===== config.mk =====
export PLATFORM = sky130hd
export DESIGN_NAME = rnl_neuron_gen2
export DESIGN_NICKNAME = d
export VERILOG_FILES = /design/src/rtl/rnl_neuron_gen2.sv
export SDC_FILE = /design/constraint.sdc
export NUM_CORES = 1
export LEC_CHECK = 0
export CAP_MARGIN = 20
export CORE_MARGIN = 5
export CORE_UTILIZATION = 35
export DETAILED_ROUTE_END_ITERATION = 16
export SYNTH_ARGS = -nofsm -noshare
export SYNTH_HDL_FRONTEND = slang
export SYNTH_SLANG_ARGS = --single-unit

===== constraint.sdc =====
create_clock -name clk -period 9.21 [get_ports clk]
set_clock_uncertainty 0.05 [all_clocks]
set_input_delay 0.921 -clock clk [delete_from_list [all_inputs] [get_ports clk]]
set_output_delay 0.921 -clock clk [all_outputs]
set_load 0.05 [all_outputs]

===== src/rtl/rnl_neuron_gen2.sv =====
// rnl_neuron_gen2
//   SRM0 ramp-no-leak neuron with per-synapse weight state, runtime threshold,
//   optional leak, spike-time capture and a gamma-boundary STDP weight update.
//   A computational wave runs from one grst pulse to the next.
//
// Ports
//   clk           unit clock
//   rst           synchronous active-high reset (loads w_init, clears all else)
//   grst          one-cycle gamma pulse marking the wave boundary
//   input_spikes  input pulses; a rising edge is the spike
//   w_init        weight load values, synapse i at [i*WRES +: WRES]
//   w_load        load w_init into the weights
//   inc / dec     STDP increment / decrement per synapse, applied on grst
//   thr           firing threshold; 0 disables firing
//   leak_en       enable a 1/edge leak when no ramp is active
//   weights       current synaptic weights
//   potential     membrane potential register
//   output_spike  output pulse, WMAX+1 cycles wide
//   spike_time    edges from grst to the output_spike rise
//   spike_valid   spike_time holds a valid value for this wave
module rnl_neuron_gen2 #(
  parameter int INP  = 16,
  parameter int WRES = 3,
  parameter int PRES = 8,
  parameter int TRES = 4
) (
  input  logic                 clk,
  input  logic                 rst,
  input  logic                 grst,
  input  logic [INP-1:0]       input_spikes,
  input  logic [INP*WRES-1:0]  w_init,
  input  logic                 w_load,
  input  logic [INP-1:0]       inc,
  input  logic [INP-1:0]       dec,
  input  logic [PRES-1:0]      thr,
  input  logic                 leak_en,
  output logic [INP*WRES-1:0]  weights,
  output logic [PRES-1:0]      potential,
  output logic                 output_spike,
  output logic [TRES-1:0]      spike_time,
  output logic                 spike_valid
);

  localparam int CW = $clog2(INP + 1);
  localparam logic [PRES:0] PSAT = {1'b0, {PRES{1'b1}}};

  logic [WRES-1:0] r_weight [INP];
  logic [WRES-1:0] r_ramp   [INP];
  logic            r_armed  [INP];
  logic [INP-1:0]  r_prev;
  logic [INP-1:0]  w_active;

  logic [PRES-1:0] r_pot;
  logic [TRES-1:0] r_tcnt;
  logic            r_fired;
  logic [WRES-1:0] r_pcnt;
  logic            r_out;
  logic [TRES-1:0] r_stime;
  logic            r_svalid;

  logic [CW-1:0]   w_pop;
  logic [PRES:0]   w_sum;
  logic [PRES-1:0] w_pot_next;
  logic [TRES-1:0] w_tcnt_next;
  logic            w_fire;

  genvar gi;
  generate
    for (gi = 0; gi < INP; gi++) begin : g_syn
      // Weights only move on w_load or at the wave boundary.
      always_ff @(posedge clk) begin
        if (rst) begin
          r_weight[gi] <= w_init[gi*WRES +: WRES];
        end else if (w_load) begin
          r_weight[gi] <= w_init[gi*WRES +: WRES];
        end else if (grst) begin
          if (inc[gi] && !dec[gi] && (r_weight[gi] != '1))
            r_weight[gi] <= r_weight[gi] + WRES'(1);
          else if (dec[gi] && !inc[gi] && (r_weight[gi] != '0))
            r_weight[gi] <= r_weight[gi] - WRES'(1);
        end
      end

      // One accepted spike per wave: the ramp loads the weight, then drains
      // one unit per edge, contributing one unit of potential each time.
      always_ff @(posedge clk) begin
        if (rst) begin
          r_ramp[gi]  <= '0;
          r_armed[gi] <= 1'b0;
        end else if (grst) begin
          r_ramp[gi]  <= '0;
          r_armed[gi] <= 1'b1;
        end else if (r_armed[gi] && input_spikes[gi] && !r_prev[gi]) begin
          r_ramp[gi]  <= r_weight[gi];
          r_armed[gi] <= 1'b0;
        end else if (r_ramp[gi] != '0) begin
          r_ramp[gi]  <= r_ramp[gi] - WRES'(1);
        end
      end

      assign w_active[gi] = (r_ramp[gi] != '0);
      assign weights[gi*WRES +: WRES] = r_weight[gi];
    end
  endgenerate

  always_ff @(posedge clk) begin
    if (rst) r_prev <= '0;
    else     r_prev <= input_spikes;
  end

  always_comb begin
    w_pop = '0;
    for (int i = 0; i < INP; i++) w_pop = w_pop + CW'(w_active[i]);
  end

  // Saturating integrate; leak applies only on edges with no active ramp.
  always_comb begin
    w_sum      = {1'b0, r_pot} + (PRES+1)'(w_pop);
    w_pot_next = (w_sum > PSAT) ? '1 : w_sum[PRES-1:0];
    if (leak_en && (w_pop == '0) && (r_pot != '0))
      w_pot_next = r_pot - PRES'(1);
    w_tcnt_next = (r_tcnt == '1) ? r_tcnt : r_tcnt + TRES'(1);
    w_fire      = !r_fired && (thr != '0) && (w_pot_next >= thr);
  end

  always_ff @(posedge clk) begin
    if (rst || grst) begin
      // grst also truncates a pulse still in flight and wins over a fire.
      r_pot    <= '0;
      r_tcnt   <= '0;
      r_fired  <= 1'b0;
      r_pcnt   <= '0;
      r_out    <= 1'b0;
      r_stime  <= '0;
      r_svalid <= 1'b0;
    end else begin
      r_pot  <= w_pot_next;
      r_tcnt <= w_tcnt_next;
      if (w_fire) begin
        r_out    <= 1'b1;
        r_fired  <= 1'b1;
        r_pcnt   <= '1;
        r_stime  <= w_tcnt_next;
        r_svalid <= 1'b1;
      end else if (r_out) begin
        // Loaded with WMAX, falls on the edge that sees 0: WMAX+1 cycles high.
        if (r_pcnt == '0) r_out  <= 1'b0;
        else              r_pcnt <= r_pcnt - WRES'(1);
      end
    end
  end

  assign potential    = r_pot;
  assign output_spike = r_out;
  assign spike_time   = r_stime;
  assign spike_valid  = r_svalid;

endmodule

# Word-level counts from Yosys, hierarchy flattened
# Memories as Yosys holds them, arrays and structs flattened.
# Cells that the tools add are included.
[op_classes]
n_addsub = 67
n_lt_le_gt_ge = 2
n_eq_ne = 18
n_mux = 465
bitwise_logic = 128
n_reduce_logical = 188
[ops]
columns = ["cell", "count"]
rows = [
  ["$mux W1", 363],
  ["$mux W3", 99],
  ["$or A1 B1 Y1", 128],
  ["$logic_and A1 B1 Y1", 100],
  ["$sub A3 B1 Y3 const B", 33],
  ["$reduce_bool A3 Y1", 32],
  ["$add A5 B1 Y5", 11],
  ["$logic_not A1 Y1", 49],
  ["$add A3 B1 Y3 const B", 16],
  ["$ne A3 B3 Y1 const B", 16],
  ["$mux W8", 2],
  ["$reduce_bool A8 Y1", 2],
  ["$add A8 B5 Y9", 1],
  ["$gt A9 B8 Y1 const B", 1],
  ["$ge A8 B8 Y1", 1],
  ["$sub A8 B1 Y8 const B", 1],
  ["$add A4 B1 Y5", 1],
  ["$logic_not A5 Y1", 1],
  ["$add A3 B1 Y4", 1],
  ["$add A4 B1 Y4 const B", 1],
  ["$eq A4 B4 Y1 const B", 1],
  ["$mux W4", 1],
  ["$add A2 B1 Y3", 1],
  ["$logic_not A3 Y1", 1],
  ["5 further kinds", 5],
]
[word_totals]
reg_bits = 37
mem_bits_rw = 112
input_bits = 109
output_inout_bits = 62
word_cells = 878
mem_count = 3
[mem_list]
columns = ["memory", "words", "word_bits", "read_ports", "rd_ports_with_merged_regs", "wr", "line_no", "rtl"]
rows = [
  ["r_ramp", 16, 3, 16, 0, 16, "48", "logic [WRES-1:0] r_ramp [INP];"],
  ["r_weight", 16, 3, 16, 0, 16, "47", "logic [WRES-1:0] r_weight [INP];"],
  ["r_armed", 16, 1, 16, 0, 16, "49", "logic r_armed [INP];"],
]

# Logic depth before layout (Yosys ltp)
[logic_depth]
ltp_word = 24
depth_mapped = 28
depth_no_buf = 28

# Worst setup path before layout
# OpenSTA, ideal clock, no wires.
[synth_timing]
kind = "reg2reg"
start = "memory r_ramp[11][0], in the netlist r_ramp[1][9]"
end = "register r_stime[0], in the netlist spike_time[0]"
setup_time_ns = 0.116
arrival_ns = 6.690
required_ns = 9.044
path_slack_ns = 2.353
stages_incl_launch_ff = 29
path_buffers = 0
synth_period_minus_slack_ns = 6.857
cell_sequence = "edfxtp_1 > inv_1 > ha_1 > nor2b_1 > inv_1 > fa_1 > inv_1 > fa_1 > inv_1 > fa_1 > inv_1 > fa_1 > inv_1 > ha_1 > fa_1 > inv_1 > fa_1 > nor2b_1 > o211ai_1 > and3_1 > nand3b_1 > o211ai_1 > nand2_1 > ha_1 > and4_1 > a2111oi_0 > o21ai_0 > and3_1 > a31o_2"
[synth_rtl]
columns = ["element", "line_no", "rtl"]
rows = [
  ["start: declaration", "48", ""],
  ["end signal: assignment", "143", "r_stime <= w_tcnt_next;"],
  ["end: declaration", "58", "logic [TRES-1:0] r_stime;"],
]

==> summary.txt <==
DR vias/cell: 4.88
Warnings, synthesis: 0
Reg-to-Reg Start: r_ramp[1][9]
CTS Root Cell: clkbuf_16
Initial DRC Count: 411
Worst EP required: 9470 ps
vias in the first global route: 7936
grt ovf: 0
Mapped Area: 10000 sq um
Endpoint, Worst Hold: spike_time[1]
Worst Path Class, Setup: reg -> reg
Nets: 1479
ys flop type: edfxtp_1
worst vdd ir: 0.651 mV
# Post-CTS Setup Buffers: 0
die height: 179 um
antenna violations before repair: 2
First-pass DRT Iterations: 4
Ports: 171
status: complete, no violations
Tot GR Track Use: 0.148
fraction of layout cells with a size suffix above 1: 0.0495
worst-margin pin slew: 807 ps
via count: 7960
Slew Viols, Final: 0
largest net degree at the start of global routing: 56
first-pass GRT wire length: 38000 um
Core ar.: 28000 sq um
Fmax: 134 MHz
row count: 61
synthesized flop and latch total: 149
Detail Route Antenna Nets: 0
Power Density: 397 nW/um^2
Clock Sink Count: 149
Clk pin slew, worst setup/hold paths: 60 ps
asr flop ratio synth: 0
Die ar.: 32100 sq um
clk_lat worst skew: 420 ps
critical path launch point type: flip-flop
H-tree depth: 4
Synth cell types: 48
hold crit path type: reg -> reg
final hold vios: 0
# hold bufs at CTS: 0
Port Buffer Count: 170
Post-Synthesis Cells: 1070
dpl hpwl: 18000 um
clock period minus worst slack: 7460 ps
Initial Utilization: 0.357
drc violations: 0
Static Leak: 5.43 nW
EDFF count, synth: 112
gp weighted congestion: 0.829
Die X: 179 um
post-synthesis sequential area ratio: 0.410
Hold Path Cell Cnt: 1
CTS tree: yes
final setup vio count: 0
Post-Place Cells: 1599
post-synthesis net count: 1309
Num CTS Buffers: 17
number of max-cap violations: 0
Clock Tree Buf Depth: 2
post_cts resized: 0
worst reg2reg path depth: 27
WL final: 23700 um
setup tns final: 0 ps
FF-to-FF End: spike_time[3]
RSZ-0062 raised after global routing: no
relative slew slack: 0.462
HP Start: spike_time[1]
Final period util: 0.810
R2R Setup Slk: 1750 ps
Synth-to-Final Area Change: 27.2%
DR WL/cell: 14.6 um
crit path max fanout: 6
critical path capture point type: flip-flop
final cell count without fillers: 1632
syn avg cell area: 9.35 sq um
Worst EP arrival: 7720 ps
[worst max path at each step]
stage	from	endpoint	slack (ps)	depth (start not counted)
after floorplan	r_ramp[1][9]	spike_time[0]	2350	28
after global placement	r_ramp[1][9]	spike_time[1]	1940	27
after detailed placement	r_ramp[0][0]	spike_time[3]	1710	25
after CTS	r_ramp[0][0]	spike_time[3]	1710	25
after global routing	r_ramp[0][0]	spike_time[0]	1180	25
final	r_ramp[1][9]	spike_time[3]	1750	27
[per-layer routing]
metal	GRT usage	routed length, um	up-vias
met2	0.244	11100	172
li1	-	-	4045
met3	0.0335	1130	25
met4	0.0393	307	4
met5	0	14	-
met1	0.195	11200	3714
[synth_stat cells, types with 2 or more instances]
cell type / n / area [sq um]
nor2_1: 139 / 522
ha_1: 119 / 1490
inv_1: 118 / 443
edfxtp_1: 112 / 3360
nand2_1: 108 / 405
a21oi_1: 56 / 280
nor2b_1: 52 / 325
o21ai_0: 42 / 210
dfxtp_1: 37 / 741
mux2i_1: 32 / 320
nor3b_1: 25 / 188
nand3_1: 23 / 115
a31oi_1: 22 / 138
nor3_1: 19 / 95.1
xor2_1: 19 / 166
clkbuf_1: 18 / 67.6
a221oi_1: 15 / 131
a211oi_1: 13 / 97.6
fa_1: 11 / 220
nand3b_1: 11 / 82.6
or2_2: 8 / 50.1
and3_1: 7 / 43.8
o211ai_1: 6 / 45.0
a31o_2: 5 / 43.8
and2_1: 5 / 31.3
xnor2_1: 5 / 43.8
a21o_1: 4 / 30.0
buf_2: 4 / 20.0
mux2_2: 4 / 45.0
nand2b_1: 4 / 25.0
or3_1: 4 / 25.0
a22oi_1: 3 / 22.5
buf_1: 3 / 11.3
and4_1: 2 / 17.5
nor4_1: 2 / 12.5
[cells in the final DEF, fill, tap and decap left out, types with 3 or more instances in the layout]
cell	synthesis	routed
xnor2_1	5	5
o211ai_1	6	6
nor2_1	139	137
fa_1	11	11
nand3b_1	11	11
mux2_2	4	4
nand2b_1	4	4
a21o_1	4	4
a211oi_1	13	13
nor3b_1	25	25
a21oi_1	56	56
buf_4	0	6
o21ai_0	42	42
nor3_1	19	19
mux2i_1	32	32
nand2_1	108	108
xor2_1	19	19
or2_2	8	8
clkdlybuf4s50_1	0	169
inv_6	0	5
nor2b_1	52	51
dfxtp_1	37	37
nand3_1	23	23
and3_1	7	7
a31o_2	5	5
or3_1	4	4
edfxtp_1	112	112
a221oi_1	15	15
and2_1	5	5
clkbuf_16	0	17
inv_1	118	118
ha_1	119	119
a22oi_1	3	3
a31oi_1	22	22
[cells by family after synthesis]
family	after synthesis	share of synthesized area
buf+inv	143	0.0542
compound gates	177	0.111
flops	149	0.410
fa+ha+maj	130	0.171
xor+xnor	24	0.0210
simple gates	411	0.196
mux	36	0.0365
[power breakdown]
part / internal [mW] / switching (mW)
registers: 0.855 / 0.0759
clock network: 0.409 / 0.290
logic: 1.44 / 1.97
[stage by stage]
stage / instance area, sq um / utilization / setup WS, ps / power [mW] / hold WS [ps]
floorplan: 10000 / - / 2350 / 3.57 / 416
global placement: 12100 / 0.433 / 1940 / 4.30 / 432
detailed placement: 12100 / 0.433 / 1710 / 4.36 / 429
CTS: 12700 / 0.454 / 1710 / 5.08 / 448
global route: 12700 / 0.454 / 1180 / 5.59 / 471
finish: 12700 / 0.454 / 1750 / 5.05 / 447
[critical path: stages (launching register included)]
cell       delay [ps]
edfxtp_1          380
inv_1             100
ha_1              170
nor2b_1           260
inv_1             110
fa_1              550
inv_1              60
fa_1              500
inv_1              60
fa_1              470
inv_1              50
fa_1              520
inv_1              40
ha_1              210
fa_1              600
inv_1              80
fa_1              420
nor2b_1           160
o211ai_1          130
a31oi_1           370
a211oi_1          100
o32ai_1           370
ha_1              330
a21o_1            170
a2111oi_0         350
o21ai_0           290
and3_1            240
a31o_2            200
[layout make-up]
type | instances | area [sq um]
Fill cell | 2706 | 15300
Timing Repair Buffer | 176 | 1740
Clock inverter | 14 | 149
Sequential cell | 149 | 4100
Clock buffer | 18 | 439
Antenna cell | 1 | 2.50
Multi-Input combinational cell | 778 | 5370
Tap cell | 378 | 473
Inverter | 118 | 443
[state kept, by name, indices dropped and copies added (netlist names)]
signal / count
spike_valid: 1
r_prev: 16
r_armed: 16
r_tcnt: 4
potential: 8
spike_time: 4
r_weight: 48
r_ramp: 48
r_pcnt: 3
output_spike: 1
(Power assumes the default switching activity.)
